File: src/rtl/io_interface_arbiter_if.sv
// ============================================================================
// Module   : io_interface_arbiter_if
// Brief    : Channel-side and external-side IO handshake bundle for the arbiter
// Revision : 1.0 - initial release
// ============================================================================
`default_nettype none

interface io_interface_arbiter_if #(
    parameter int CH_NUM = 4,
    parameter int ADDR_W = 32,
    parameter int DATA_W = 32
);
    logic [CH_NUM-1:0]        in_taskValid;
    logic [CH_NUM*ADDR_W-1:0] in_address;
    logic [CH_NUM-1:0]        in_rwCtrl;
    logic [CH_NUM*2-1:0]      in_widthCtr;
    logic [CH_NUM*DATA_W-1:0] in_writeBus;
    logic [CH_NUM-1:0]        in_taskReady;
    logic [CH_NUM-1:0]        in_taskError;
    logic [CH_NUM*DATA_W-1:0] in_readBus;

    logic                     out_taskValid;
    logic [ADDR_W-1:0]        out_address;
    logic                     out_rwCtrl;
    logic [1:0]               out_widthCtr;
    logic [DATA_W-1:0]        out_writeBus;
    logic                     out_taskReady;
    logic                     out_taskError;
    logic [DATA_W-1:0]        out_readBus;

    // Arbiter view
    modport slave (
        input  in_taskValid, in_address, in_rwCtrl, in_widthCtr, in_writeBus,
        output in_taskReady, in_taskError, in_readBus,
        output out_taskValid, out_address, out_rwCtrl, out_widthCtr, out_writeBus,
        input  out_taskReady, out_taskError, out_readBus
    );

    // Requesters plus downstream port view
    modport master (
        output in_taskValid, in_address, in_rwCtrl, in_widthCtr, in_writeBus,
        input  in_taskReady, in_taskError, in_readBus,
        input  out_taskValid, out_address, out_rwCtrl, out_widthCtr, out_writeBus,
        output out_taskReady, out_taskError, out_readBus
    );
endinterface

`default_nettype wire

File: src/rtl/io_interface_arbiter.sv
// ============================================================================
// Module   : io_interface_arbiter
// Brief    : N-channel IO arbiter, absolute-priority channel plus fixed/RR
//            arbitration, grant held per transaction, timeout watchdog
// Revision : 1.0 - initial release
// ============================================================================
`default_nettype none

module io_interface_arbiter #(
    parameter int CH_NUM  = 4,
    parameter int ADDR_W  = 32,
    parameter int DATA_W  = 32,
    parameter int PRIO_CH = 0,
    parameter int RR_MODE = 1,
    parameter int TIMEOUT = 255
) (
    input  wire logic             clk,
    input  wire logic             rst_n,
    io_interface_arbiter_if.slave bus,
    output logic [CH_NUM-1:0]     grant,
    output logic                  timeout_err
);

    localparam int c_IDX_W = $clog2(CH_NUM);
    localparam int c_CNT_W = (TIMEOUT > 1) ? $clog2(TIMEOUT + 1) : 1;
    localparam logic [c_CNT_W-1:0] c_TO_LAST = (TIMEOUT > 0) ? c_CNT_W'(TIMEOUT - 1) : '0;
    localparam logic [c_IDX_W-1:0] c_PRIO    = c_IDX_W'(PRIO_CH);
    localparam logic [c_IDX_W-1:0] c_LAST    = c_IDX_W'(CH_NUM - 1);

    generate
        if (PRIO_CH < 0 || PRIO_CH >= CH_NUM) begin : g_bad_prio
            $error("io_interface_arbiter: PRIO_CH out of range 0..CH_NUM-1");
        end
        if (CH_NUM < 2 || CH_NUM > 8) begin : g_bad_chnum
            $error("io_interface_arbiter: CH_NUM must be 2..8");
        end
    endgenerate

    typedef enum logic [0:0] {
        ST_IDLE = 1'b0,
        ST_BUSY = 1'b1
    } state_t;

    state_t               r_state, w_state_nxt;
    logic [CH_NUM-1:0]    r_grant, w_grant_nxt;
    logic [c_IDX_W-1:0]   r_gidx,  w_gidx_nxt;
    logic [c_IDX_W-1:0]   r_ptr,   w_ptr_nxt;
    logic [c_CNT_W-1:0]   r_cnt,   w_cnt_nxt;
    logic                 w_pick_vld;
    logic [c_IDX_W-1:0]   w_pick;
    logic                 w_busy;
    logic                 w_own_vld;
    logic                 w_timeout;

    // Winner selection: priority channel first, then scan from the pointer (RR) or from 0
    always_comb begin
        int j;
        j          = 0;
        w_pick_vld = 1'b0;
        w_pick     = '0;
        if (bus.in_taskValid[PRIO_CH]) begin
            w_pick_vld = 1'b1;
            w_pick     = c_PRIO;
        end else begin
            for (int k = 0; k < CH_NUM; k++) begin
                j = (RR_MODE != 0) ? int'(r_ptr) + k : k;
                if (j >= CH_NUM) j = j - CH_NUM;
                if (!w_pick_vld && j != PRIO_CH && bus.in_taskValid[j]) begin
                    w_pick_vld = 1'b1;
                    w_pick     = c_IDX_W'(j);
                end
            end
        end
    end

    assign w_busy    = (r_state == ST_BUSY);
    assign w_own_vld = bus.in_taskValid[r_gidx];
    // A downstream completion in the expiry cycle takes precedence over the abort
    assign w_timeout = (TIMEOUT != 0) && w_busy && !bus.out_taskReady && w_own_vld
                       && (r_cnt == c_TO_LAST);

    always_comb begin
        bus.out_taskValid = 1'b0;
        bus.out_address   = '0;
        bus.out_rwCtrl    = 1'b0;
        bus.out_widthCtr  = '0;
        bus.out_writeBus  = '0;
        bus.in_taskReady  = '0;
        bus.in_taskError  = '0;
        bus.in_readBus    = '0;
        if (w_busy) begin
            bus.out_taskValid = w_own_vld && !w_timeout;
            bus.out_address   = bus.in_address[r_gidx*ADDR_W +: ADDR_W];
            bus.out_rwCtrl    = bus.in_rwCtrl[r_gidx];
            bus.out_widthCtr  = bus.in_widthCtr[r_gidx*2 +: 2];
            bus.out_writeBus  = bus.in_writeBus[r_gidx*DATA_W +: DATA_W];
            bus.in_taskReady[r_gidx] = bus.out_taskReady || w_timeout;
            bus.in_taskError[r_gidx] = bus.out_taskError || w_timeout;
            bus.in_readBus[r_gidx*DATA_W +: DATA_W] = w_timeout ? '0 : bus.out_readBus;
        end
    end

    always_comb begin
        w_state_nxt = r_state;
        w_grant_nxt = r_grant;
        w_gidx_nxt  = r_gidx;
        w_ptr_nxt   = r_ptr;
        w_cnt_nxt   = r_cnt;
        case (r_state)
            ST_IDLE: begin
                w_cnt_nxt = '0;
                if (w_pick_vld) begin
                    w_state_nxt = ST_BUSY;
                    w_gidx_nxt  = w_pick;
                    w_grant_nxt = CH_NUM'(1) << w_pick;
                end
            end
            ST_BUSY: begin
                if (bus.out_taskReady) begin
                    w_state_nxt = ST_IDLE;
                    w_grant_nxt = '0;
                    w_cnt_nxt   = '0;
                    if (r_gidx != c_PRIO) begin
                        w_ptr_nxt = (r_gidx == c_LAST) ? '0 : r_gidx + c_IDX_W'(1);
                    end
                end else if (!w_own_vld || w_timeout) begin
                    w_state_nxt = ST_IDLE;
                    w_grant_nxt = '0;
                    w_cnt_nxt   = '0;
                end else if (TIMEOUT != 0) begin
                    w_cnt_nxt = r_cnt + c_CNT_W'(1);
                end
            end
            default: begin
                w_state_nxt = ST_IDLE;
                w_grant_nxt = '0;
                w_cnt_nxt   = '0;
            end
        endcase
    end

    always_ff @(posedge clk or negedge rst_n) begin
        if (!rst_n) begin
            r_state <= ST_IDLE;
            r_grant <= '0;
            r_gidx  <= '0;
            r_ptr   <= '0;
            r_cnt   <= '0;
        end else begin
            r_state <= w_state_nxt;
            r_grant <= w_grant_nxt;
            r_gidx  <= w_gidx_nxt;
            r_ptr   <= w_ptr_nxt;
            r_cnt   <= w_cnt_nxt;
        end
    end

    assign grant       = r_grant;
    assign timeout_err = w_timeout;

endmodule

`default_nettype wire

File: src/flat_wrapper.sv
// flat-port wrapper written by rule: the top's interface ports become plain ports
module io_interface_arbiter_flat 
#(
    parameter int CH_NUM  = 4,
    parameter int ADDR_W  = 32,
    parameter int DATA_W  = 32,
    parameter int PRIO_CH = 0,
    parameter int RR_MODE = 1,
    parameter int TIMEOUT = 255
)
  (clk, rst_n, grant, timeout_err, bus_in_taskValid, bus_in_address, bus_in_rwCtrl, bus_in_widthCtr, bus_in_writeBus, bus_in_taskReady, bus_in_taskError, bus_in_readBus, bus_out_taskValid, bus_out_address, bus_out_rwCtrl, bus_out_widthCtr, bus_out_writeBus, bus_out_taskReady, bus_out_taskError, bus_out_readBus);
  io_interface_arbiter_if #(.CH_NUM(CH_NUM), .ADDR_W(ADDR_W), .DATA_W(DATA_W)) bus_i ();
  input  wire logic clk;
  input  wire logic rst_n;
  output logic [CH_NUM-1:0] grant;
  output logic timeout_err;
  input wire logic [$bits(bus_i.in_taskValid)-1:0] bus_in_taskValid;
  input wire logic [$bits(bus_i.in_address)-1:0] bus_in_address;
  input wire logic [$bits(bus_i.in_rwCtrl)-1:0] bus_in_rwCtrl;
  input wire logic [$bits(bus_i.in_widthCtr)-1:0] bus_in_widthCtr;
  input wire logic [$bits(bus_i.in_writeBus)-1:0] bus_in_writeBus;
  output wire logic [$bits(bus_i.in_taskReady)-1:0] bus_in_taskReady;
  output wire logic [$bits(bus_i.in_taskError)-1:0] bus_in_taskError;
  output wire logic [$bits(bus_i.in_readBus)-1:0] bus_in_readBus;
  output wire logic [$bits(bus_i.out_taskValid)-1:0] bus_out_taskValid;
  output wire logic [$bits(bus_i.out_address)-1:0] bus_out_address;
  output wire logic [$bits(bus_i.out_rwCtrl)-1:0] bus_out_rwCtrl;
  output wire logic [$bits(bus_i.out_widthCtr)-1:0] bus_out_widthCtr;
  output wire logic [$bits(bus_i.out_writeBus)-1:0] bus_out_writeBus;
  input wire logic [$bits(bus_i.out_taskReady)-1:0] bus_out_taskReady;
  input wire logic [$bits(bus_i.out_taskError)-1:0] bus_out_taskError;
  input wire logic [$bits(bus_i.out_readBus)-1:0] bus_out_readBus;
  assign bus_i.in_taskValid = bus_in_taskValid;
  assign bus_i.in_address = bus_in_address;
  assign bus_i.in_rwCtrl = bus_in_rwCtrl;
  assign bus_i.in_widthCtr = bus_in_widthCtr;
  assign bus_i.in_writeBus = bus_in_writeBus;
  assign bus_in_taskReady = bus_i.in_taskReady;
  assign bus_in_taskError = bus_i.in_taskError;
  assign bus_in_readBus = bus_i.in_readBus;
  assign bus_out_taskValid = bus_i.out_taskValid;
  assign bus_out_address = bus_i.out_address;
  assign bus_out_rwCtrl = bus_i.out_rwCtrl;
  assign bus_out_widthCtr = bus_i.out_widthCtr;
  assign bus_out_writeBus = bus_i.out_writeBus;
  assign bus_i.out_taskReady = bus_out_taskReady;
  assign bus_i.out_taskError = bus_out_taskError;
  assign bus_i.out_readBus = bus_out_readBus;
  io_interface_arbiter #(.CH_NUM(CH_NUM), .ADDR_W(ADDR_W), .DATA_W(DATA_W), .PRIO_CH(PRIO_CH), .RR_MODE(RR_MODE), .TIMEOUT(TIMEOUT)) u_core (.clk(clk), .rst_n(rst_n), .bus(bus_i), .grant(grant), .timeout_err(timeout_err));
endmodule
File: config.mk
export PLATFORM = sky130hd
export DESIGN_NAME = io_interface_arbiter_flat
export DESIGN_NICKNAME = d
export VERILOG_FILES = /design/src/rtl/io_interface_arbiter_if.sv /design/src/rtl/io_interface_arbiter.sv /design/src/flat_wrapper.sv
export SDC_FILE = /design/constraint.sdc
export NUM_CORES = 1
export LEC_CHECK = 0
export BUFFER_PORTS_ARGS = -buffer_cell sky130_fd_sc_hd__buf_2
export CAP_MARGIN = 20
export CELL_PAD_IN_SITES_DETAIL_PLACEMENT = 0
export CELL_PAD_IN_SITES_GLOBAL_PLACEMENT = 2
export CORE_AREA = 2 2 199 201
export DETAILED_ROUTE_END_ITERATION = 6
export DIE_AREA = 0 0 201 203
export GPL_TIMING_DRIVEN = 0
export PLACE_DENSITY = 0.62
export SETUP_SLACK_MARGIN = 0.5
export SLEW_MARGIN = 20
export SYNTH_ARGS = -nofsm -noshare
export SYNTH_HDL_FRONTEND = slang
export SYNTH_SLANG_ARGS = --single-unit
File: constraint.sdc
create_clock -name clk -period 3.6 [get_ports clk]
set_input_delay 0.54 -clock clk [delete_from_list [all_inputs] [get_ports clk]]
set_output_delay 0.54 -clock clk [all_outputs]
set_load 0.1 [all_outputs]
==> results of run 1 <==
cells by family (layout without fill, tap and decap cells):
group,count (synthesis),after routing,share of synthesized area (%)
and+or+nand+nor,257,257,37.3
muxes,78,78,38.3
buffers and inverters,48,595,5.33
AOI/OAI and AO/OA,23,23,4.34
DFF,17,17,9.96
adders and majority gates,12,12,3.51
xor gates and xnor gates,6,6,1.23
other,0,8,0
timing repair:
| action | in CTS | in global routing |
|---|---|---|
| buffers inserted | 16 | 5 |
| pin swaps | 5 | 3 |
| endpoints found under the setup margin | 196 | 142 |
| gates resized for setup | 440 | 105 |
| endpoints found under the hold margin | 0 | 0 |
| cloned | 2 | 5 |
| hold buffers | 0 | 0 |
through the flow:
step           cell area (um^2)  setup slack, ps  power (mW)
2_1_floorplan              4730            -89.1        5.70
3_3_place_gp               7960             -239        7.02
3_5_place_dp               7960             -300        7.02
4_1_cts                    9860              417        7.73
5_1_grt                   10400              369        8.15
6_report                  10400              463        7.81
synth_stat cells, types with 3 or more instances:
library cell  number  area share [%]
and2_1           194              28
buf_2             14             1.6
buf_6              4             1.1
clkbuf_1          20             1.8
dfrtp_1           17              10
ha_1              12             3.5
inv_1              8            0.70
mux2_2             3            0.79
mux2i_1            7             1.6
mux4_2            68              36
nand2_1            8            0.70
nand3_1            6            0.70
nor2_1            23             2.0
nor3_1             3            0.35
or2_2              3            0.44
xor2_1             5             1.0
state kept, by name, indices dropped and copies added, names as in the netlist:
signal and flops:
u_core.r_ptr 2, u_core.r_gidx 2, u_core.r_cnt 8, u_core.grant 4, u_core.r_state 1
power by group:
part | internal [mW] | switching [mW]
Combinational | 2.09 | 5.23
Sequential | 0.237 | 0.0330
Clock | 0.148 | 0.0699
Total | 2.48 | 5.33
worst min path at each step:
stage / start / end / slack, ps / depth (start not counted)
after global placement: u_core.grant[3] / u_core.grant[3] / 480 / 1
after detailed placement: u_core.grant[1] / u_core.grant[1] / 480 / 1
after CTS: rst_n / u_core.grant[1] / 230 / 1
after floorplan: rst_n / u_core.grant[0] / 240 / 0
final: rst_n / u_core.grant[1] / 210 / 1
after global routing: rst_n / u_core.grant[1] / 240 / 1
critical path, cell delays in order (launching register included):
cell and delay, ps:
dfrtp_2 430, clkbuf_16 160, clkbuf_16 140, clkbuf_16 140, clkinvlp_4 110, ha_4 220
nand4b_1 230, nor3_4 220, buf_6 190, clkbuf_16 180, and2_4 160, buf_12 170
layout make-up:
type | instances | area [um^2] | share of cell area, %
Multi-Input combinational cell | 376 | 4060 | 39.0
Inverter | 8 | 33.8 | 0.324
Tap cell | 518 | 648 | 6.22
Sequential cell | 17 | 428 | 4.11
Clock buffer | 3 | 75.1 | 0.720
Clock inverter | 1 | 5.00 | 0.0480
Antenna cell | 8 | 20.0 | 0.192
Timing Repair Buffer | 544 | 4750 | 45.6
Buffer | 39 | 400 | 3.84
routing by layer:
metal | vias to the layer above | GRT usage [%]
li1 | 2684 | -
met1 | 2841 | 15.2
met2 | 332 | 29.0
met3 | 46 | 3.00
met4 | 14 | 1.19
met5 | - | 0
==> impl_metrics.env, run 1 <==
export IMPL_status="completed"
export IMPL_critPathRequiredTime_ps=3060
export IMPL_die_y_um=203
export IMPL_syn_to_final_growth_pct=144
export IMPL_worstHoldPathType="in -> async"
export IMPL_cts_root_buf="clkbuf_16"
export IMPL_numPortBuffers=516
export IMPL_gp_congestion=0.842
export IMPL_hold_violations=0
export IMPL_startpoint="u_core.r_gidx[1]"
export IMPL_die_area_um2=40800
export IMPL_grt_usage_pct=14.2
export IMPL_powerDensity_nw_per_um2=749
export IMPL_core_um2=38500
export IMPL_timing_setup_tns_ps=0
export IMPL_drtIter0Drc=245
export IMPL_fillers=4066
export IMPL_drv_slew=0
export IMPL_drt_met1_wl_um=11300
export IMPL_end_kind="primary output"
export IMPL_startpoint_type="flop"
export IMPL_fin_cells=1514
export IMPL_syn_inst=441
export IMPL_antenna_found_initial=22
export IMPL_ios=517
export IMPL_yosysWarnings=0
export IMPL_final_cell_mix="buf_2, and2_4, buf_12, mux4_2, and2_1"
export IMPL_rows=72
export IMPL_grt_pass1_wl_um=43500
export IMPL_die_w_um=201
export IMPL_cts_sinks=17
export IMPL_leakage_nw=4.75
export IMPL_cp_arrival_ps=2600
export IMPL_syn_num_nets=761
export IMPL_yosysUniqueCellTypes=49
export IMPL_final_common_cell="buf_2"
export IMPL_drv_cap=0
export IMPL_r2r_start="u_core.r_ptr[0]"
export IMPL_critPathMaxFanout=10
export IMPL_whs_ps=213
export IMPL_crit_path_end="bus_in_readBus[122]"
export IMPL_finalNetCount=1309
export IMPL_reg2reg_to="u_core.grant[0]"
export IMPL_dp_cells=1475
export IMPL_clkTransAtPathRegs_ps=50
export IMPL_hpwlAfterDp_um=26000
export IMPL_drive_above_1_share_pct=81.5
export IMPL_cts_tree="done"
export IMPL_first_pass_iters=4
export IMPL_r2r_slack_ps=1100
export IMPL_htree_levels=1
export IMPL_drt_vias_per_instance=3.91
export IMPL_synth_edf_count=0
export IMPL_avgSynthCellArea_um2=9.69
export IMPL_wl_met2_um=17400
export IMPL_syn_area_um2=4270
export IMPL_vias=5917
export IMPL_post_drt_wl_per_cell_um=20.9
export IMPL_wl_um=31700
export IMPL_fin_crit_ps=3140
export IMPL_fin_worst_skew_ps=2.02
export IMPL_max_freq_mhz=319
export IMPL_ff2ff_path_depth=8
export IMPL_rsz0062_at_grt="yes"
export IMPL_clock_path_buffers=2
export IMPL_async_reset_ff_share_pct=100
export IMPL_top_layer="met5"
export IMPL_fin_crit_sh_pct=87.1
export IMPL_synth_seq_cells=17
export IMPL_clkLatencyLatePin_ps=240
export IMPL_ys_seq_area_share_pct=9.96
export IMPL_met3_wirelength_um=2150
export IMPL_worst_pin_slew_ps=684
export IMPL_setup_viol=0
export IMPL_start_util_pct=11.1
export IMPL_gr_total_overflow=0
export IMPL_maxSlewHeadroom_pct=54.4
export IMPL_drc=0
export IMPL_ant_nets=0
export IMPL_crit_type="reg -> out"
export IMPL_synthFlopType="dfrtp_1"
export IMPL_grt_pass1_vias=6367
export IMPL_grt_max_degree=18
export IMPL_ir_drop_uv=347
export IMPL_cts_made_buffers=3
export IMPL_final_core_util_pct=27.1
No activity file was read; power rests on OpenSTA's default activity.
==> run 2: changes to the inputs <==
--- a/config.mk
+++ b/config.mk
@@ -14,6 +14,7 @@
 export DIE_AREA = 0 0 201 203
 export GPL_TIMING_DRIVEN = 0
 export PLACE_DENSITY = 0.62
+export REMOVE_ABC_BUFFERS = 1
 export SETUP_SLACK_MARGIN = 0.5
 export SLEW_MARGIN = 20
 export SYNTH_ARGS = -nofsm -noshare
==> run 2 against run 1 <==
Routed wire length barely moved. Sequential share of layout area barely moved. Die area unchanged. Largest cell class unchanged. Highest routed layer unchanged.
==> impl_metrics.env, run 2 (synthesis gave the netlist of run 1 again) <==
export IMPL_ios=517
export IMPL_ff2ff_path_depth=7
export IMPL_maxSlewHeadroom_pct=58.9
export IMPL_drv_slew=0
export IMPL_gr_total_overflow=0
export IMPL_worstHoldPathType="in -> async"
export IMPL_fin_cells=1505
export IMPL_ant_nets=0
export IMPL_rsz0062_at_grt="yes"
export IMPL_dp_cells=1446
export IMPL_post_drt_wl_per_cell_um=21.1
export IMPL_rows=72
export IMPL_final_cell_mix="buf_2, buf_12, and2_4, and2_1, mux4_2"
export IMPL_startpoint_type="flop"
export IMPL_startpoint="u_core.r_gidx[0]"
export IMPL_hold_violations=0
export IMPL_worst_slack_ps=360
export IMPL_fin_worst_skew_ps=1.83
export IMPL_status="completed"
export IMPL_clkLatencyLatePin_ps=240
export IMPL_hpwlAfterDp_um=23900
export IMPL_cp_arrival_ps=2700
export IMPL_critPathMaxStageDelay_ps=490
export IMPL_r2r_start="u_core.r_ptr[0]"
export IMPL_critPathRequiredTime_ps=3060
export IMPL_syn_to_final_growth_pct=147
export IMPL_drv_cap=0
export IMPL_grt_pass1_vias=6380
export IMPL_cts_made_buffers=3
export IMPL_cts_tree="done"
export IMPL_critPathMaxFanout=8
export IMPL_leakage_nw=4.83
export IMPL_fin_crit_ps=3240
export IMPL_path_common_cell="buf_12"
export IMPL_grt_max_degree=72
export IMPL_largest_register="u_core.r_cnt"
export IMPL_drc=0
export IMPL_crit_type="reg -> out"
export IMPL_numPortBuffers=516
export IMPL_die_area_um2=40800
export IMPL_die_w_um=201
export IMPL_largest_reg_flops=8
export IMPL_htree_levels=1
export IMPL_drt_vias_per_instance=3.95
export IMPL_slowest_stage="dfrtp_4"
export IMPL_antenna_found_initial=6
export IMPL_drive_above_1_share_pct=80.5
export IMPL_cts_sinks=17
export IMPL_powerDensity_nw_per_um2=740
export IMPL_fin_crit_sh_pct=90.0
export IMPL_setup_viol=0
export IMPL_clkTransAtPathRegs_ps=50
export IMPL_drtIter0Drc=331
export IMPL_wl_um=31700
export IMPL_core_um2=38500
export IMPL_cts_hold_buf=0
export IMPL_reg2reg_to="u_core.grant[1]"
export IMPL_vias=5940
export IMPL_cts_root_buf="clkbuf_16"
export IMPL_gp_congestion=0.833
export IMPL_grt_usage_pct=14.1
export IMPL_worst_pin_slew_ps=621
export IMPL_preCtsSetupSlack_ps=-75.3
export IMPL_ir_drop_uv=323
export IMPL_r2r_slack_ps=1070
export IMPL_end_kind="primary output"
export IMPL_start_util_pct=11.1
export IMPL_finalNetCount=1307
export IMPL_first_pass_iters=4
export IMPL_crit_path_end="bus_in_readBus[38]"
export IMPL_max_freq_mhz=309
export IMPL_grt_pass1_wl_um=43000
export IMPL_clock_path_buffers=2
export IMPL_path_cells="buf_12, mux4_2, nand2_4, nor3_4, buf_12, nor4b_4, buf_4, buf_12, buf_6, buf_16, and2_4, buf_12"
export IMPL_die_y_um=203
export IMPL_final_common_cell="buf_2"
-- run 2: cell types whose count changed in the layout (fill, tap and decap cells not counted), moves of 7 or more --
cell,delta
buf_4,+13
buf_6,+10
and2_4,-7
clkbuf_1,-8
nor2_4,-8
nor2_1,+8
buf_2,-11
diode_2,-7
buf_8,-13
and2_1,+7
buf_12,+18
-- run 2: final cells by class --
class	instances	area (um^2)
well taps	518	648
flip-flops and latches	17	437
inverters	8	30.0
repair buffers	581	5400
multi-input cells	376	3950
diodes	1	2.50
clock buffers	4	78.8
fillers	4046	27900
-- run 2: report_power, final --
part           switching [mW]  leakage [nW]  internal, mW  total, mW
clock network          0.0692        0.0382         0.150      0.219
logic                    5.14          4.57          2.11       7.24
registers               0.102         0.223         0.244      0.346
-- run 2: metal layers --
layer | global-route usage [%] | vias up | part of all wire (%)
met5 | 0 | - | 0.098
met4 | 3.25 | 4 | 2.7
met3 | 3.15 | 30 | 7.5
met2 | 26.6 | 347 | 53
met1 | 16.1 | 2880 | 37
li1 | - | 2679 | -
-- run 2: through the flow --
step	TNS, ps	total power [mW]	util (%)	area (um^2)	hold slack (ps)
detailed placement	-891	6.84	19.5	7500	485
global route	0	8.12	27.4	10600	257
finish	0	7.81	27.4	10600	218
global placement	-751660	6.87	19.0	7300	473
floorplan	-415370	5.52	-	4070	244
CTS	0	7.74	26.2	10100	233
-- run 2: worst max-delay path, delay by kind of cell (launching register included) --
kind	cells	cell delay, ps
flip-flops	1	490
AND/OR/NAND/NOR	4	530
multiplexers	1	470
buffers and inverters	7	940
-- run 2: worst min-delay path by stage --
stage                          from         endpoint  slack, ps  depth (start not counted)
finish                        rst_n  u_core.r_cnt[3]        220                          1
global route                  rst_n  u_core.grant[3]        260                          1
CTS                           rst_n  u_core.r_cnt[6]        230                          1
detailed placement  u_core.grant[1]  u_core.grant[1]        480                          1
global placement    u_core.grant[3]  u_core.grant[3]        470                          1
floorplan                     rst_n  u_core.grant[0]        240                          0
-- run 2: repair_timing --
item	in CTS	in global routing
setup buffers	27	13
pin swaps	19	58
hold endpoints to repair	0	0
gates resized for setup	592	87
endpoints found under the setup margin	173	128
gates cloned	10	4
==> run 3: changes to the inputs <==
--- a/config.mk
+++ b/config.mk
@@ -13,6 +13,7 @@
 export DETAILED_ROUTE_END_ITERATION = 6
 export DIE_AREA = 0 0 201 203
 export GPL_TIMING_DRIVEN = 0
+export MAX_ROUTING_LAYER = met4
 export PLACE_DENSITY = 0.62
 export REMOVE_ABC_BUFFERS = 1
 export SETUP_SLACK_MARGIN = 0.5
==> run 3 against run 2 <==
Die area stayed put. Count of clock-buffer cells in the layout did not move. Via count is 0.34% lower. Combinational power about the same. Maximum frequency about the same. Routed wire length fell by 0.17%. Worst setup slack worse by 2.3 ps. Clock power about the same. First-iteration DRC count is 8.2% lower. Cell area about the same. Non-clock buffer count unchanged. Sequential power is essentially flat. Critical path type unchanged. Critical endpoint unchanged.
==> impl_metrics.env, run 3 (synthesis gave the netlist of run 1 again) <==
export IMPL_start_util_pct=11.1
export IMPL_hpwlAfterDp_um=23900
export IMPL_die_w_um=201
export IMPL_max_freq_mhz=308
export IMPL_drc=0
export IMPL_clock_path_buffers=2
export IMPL_worstHoldPathType="in -> async"
export IMPL_cts_tree="done"
export IMPL_die_y_um=203
export IMPL_final_core_util_pct=27.4
export IMPL_grt_max_degree=72
export IMPL_seqCellArea_um2=437
export IMPL_final_cell_mix="buf_2, buf_12, and2_4, and2_1, mux4_2"
export IMPL_setup_viol=0
export IMPL_first_pass_iters=4
export IMPL_fin_worst_skew_ps=1.79
export IMPL_crit_type="reg -> out"
export IMPL_maxSlewHeadroom_pct=59.0
export IMPL_critPathMaxStageDelay_ps=490
export IMPL_core_um2=38500
export IMPL_cts_made_buffers=3
export IMPL_fin_crit_ps=3240
export IMPL_ant_nets=0
export IMPL_finalNetCount=1307
export IMPL_dp_cells=1446
export IMPL_drive_above_1_share_pct=80.5
export IMPL_hold_violations=0
export IMPL_post_drt_wl_per_cell_um=21.0
export IMPL_rsz0062_at_grt="yes"
export IMPL_wl_um=31600
export IMPL_critPathMaxFanout=8
export IMPL_drv_cap=0
export IMPL_numPortBuffers=516
export IMPL_cts_root_buf="clkbuf_16"
export IMPL_multiInputGateArea_um2=3950
export IMPL_largest_reg_flops=8
export IMPL_status="completed"
export IMPL_grt_pass1_wl_um=43000
export IMPL_clkLatencyLatePin_ps=240
export IMPL_end_kind="primary output"
export IMPL_cts_sinks=17
export IMPL_leakage_nw=4.83
export IMPL_fillers=4054
export IMPL_syn_to_final_growth_pct=147
export IMPL_ir_drop_uv=322
export IMPL_drv_slew=0
export IMPL_gp_congestion=0.846
export IMPL_final_common_cell="buf_2"
export IMPL_drt_vias_per_instance=3.93
export IMPL_fin_crit_sh_pct=90.1
export IMPL_rows=72
export IMPL_cp_arrival_ps=2700
export IMPL_htree_levels=1
export IMPL_grt_usage_pct=14.6
export IMPL_drtIter0Drc=304
export IMPL_largest_register="u_core.r_cnt"
export IMPL_path_common_cell="buf_12"
export IMPL_antenna_found_initial=6
export IMPL_vias=5920
export IMPL_grt_pass1_vias=6378
export IMPL_worst_pin_slew_ps=620
export IMPL_gr_total_overflow=0
export IMPL_powerDensity_nw_per_um2=740
export IMPL_clkTransAtPathRegs_ps=50
export IMPL_fin_cells=1507
export IMPL_slowest_stage="dfrtp_4"
export IMPL_critPathRequiredTime_ps=3060
export IMPL_ios=517
export IMPL_path_cells="buf_12, mux4_2, nand2_4, nor3_4, buf_12, nor4b_4, buf_4, buf_12, buf_6, buf_16, and2_4, buf_12"
export IMPL_startpoint_type="flop"
export IMPL_die_area_um2=40800
[run 3: cell types whose count changed in the layout (fill, tap and decap cells not counted), sizes merged]
| cell | delta |
|---|---|
| diode | +2 |
[run 3: worst paths after layout]
path / slack [ps] / cells after the start / start / end
max: 360 / 12 / u_core.r_gidx[0] / bus_in_readBus[38]
min: 210 / 1 / rst_n / u_core.r_cnt[6]
max reg2reg: 1060 / 7 / u_core.r_ptr[0] / u_core.grant[1]
min reg2reg: 490 / 1 / u_core.grant[1] / u_core.grant[1]
max in group asynchronous: 3070 / 1 / rst_n / u_core.r_gidx[0]
min in group clk: 490 / 1 / u_core.grant[1] / u_core.grant[1]
[run 3: power by group]
group | switching, mW | internal (mW) | leakage, nW
Sequential | 0.101 | 0.244 | 0.223
Clock | 0.0691 | 0.150 | 0.0382
Combinational | 5.14 | 2.11 | 4.57
Total | 5.31 | 2.50 | 4.83
[run 3: layout make-up]
type,count,area share (%)
clock buffers,4,0.747
flip-flops and latches,17,4.14
repair buffers,581,51.2
diodes,3,0.0711
well taps,518,6.14
multi-input cells,376,37.4
inverters,8,0.284
[run 3: critical path: cells and delay by family (launching register included)]
family / cells / cell delay, ps
buf+inv: 7 / 940
simple gates: 4 / 530
flops: 1 / 490
mux: 1 / 470
[run 3: layer usage]
layer	routed length (um)	track usage (%)	share of wire, %	vias to the layer above
li1	-	-	-	2683
met1	12200	16.7	38	2868
met2	16600	26.5	52	341
met3	2020	2.30	6.4	28
met4	868	3.25	2.7	0
met5	0	-	0	-
[run 3: through the flow]
stage	setup slack, ps	area, um^2	hold slack, ps	setup TNS (ps)	power (mW)
2_1_floorplan	-3040	4070	244	-415370	5.52
3_3_place_gp	-4750	7300	473	-751660	6.87
3_5_place_dp	-75.3	7500	485	-891	6.84
4_1_cts	242	10100	233	0	7.74
5_1_grt	271	10600	253	0	8.12
6_report	358	10600	215	0	7.81
[run 3: repair_timing]
item	4_1_cts	5_1_grt
endpoints found under the setup margin	173	128
hold buffers	0	0
gates cloned	10	4
resized for setup	592	87
setup buffers	27	13
pin swaps	19	59
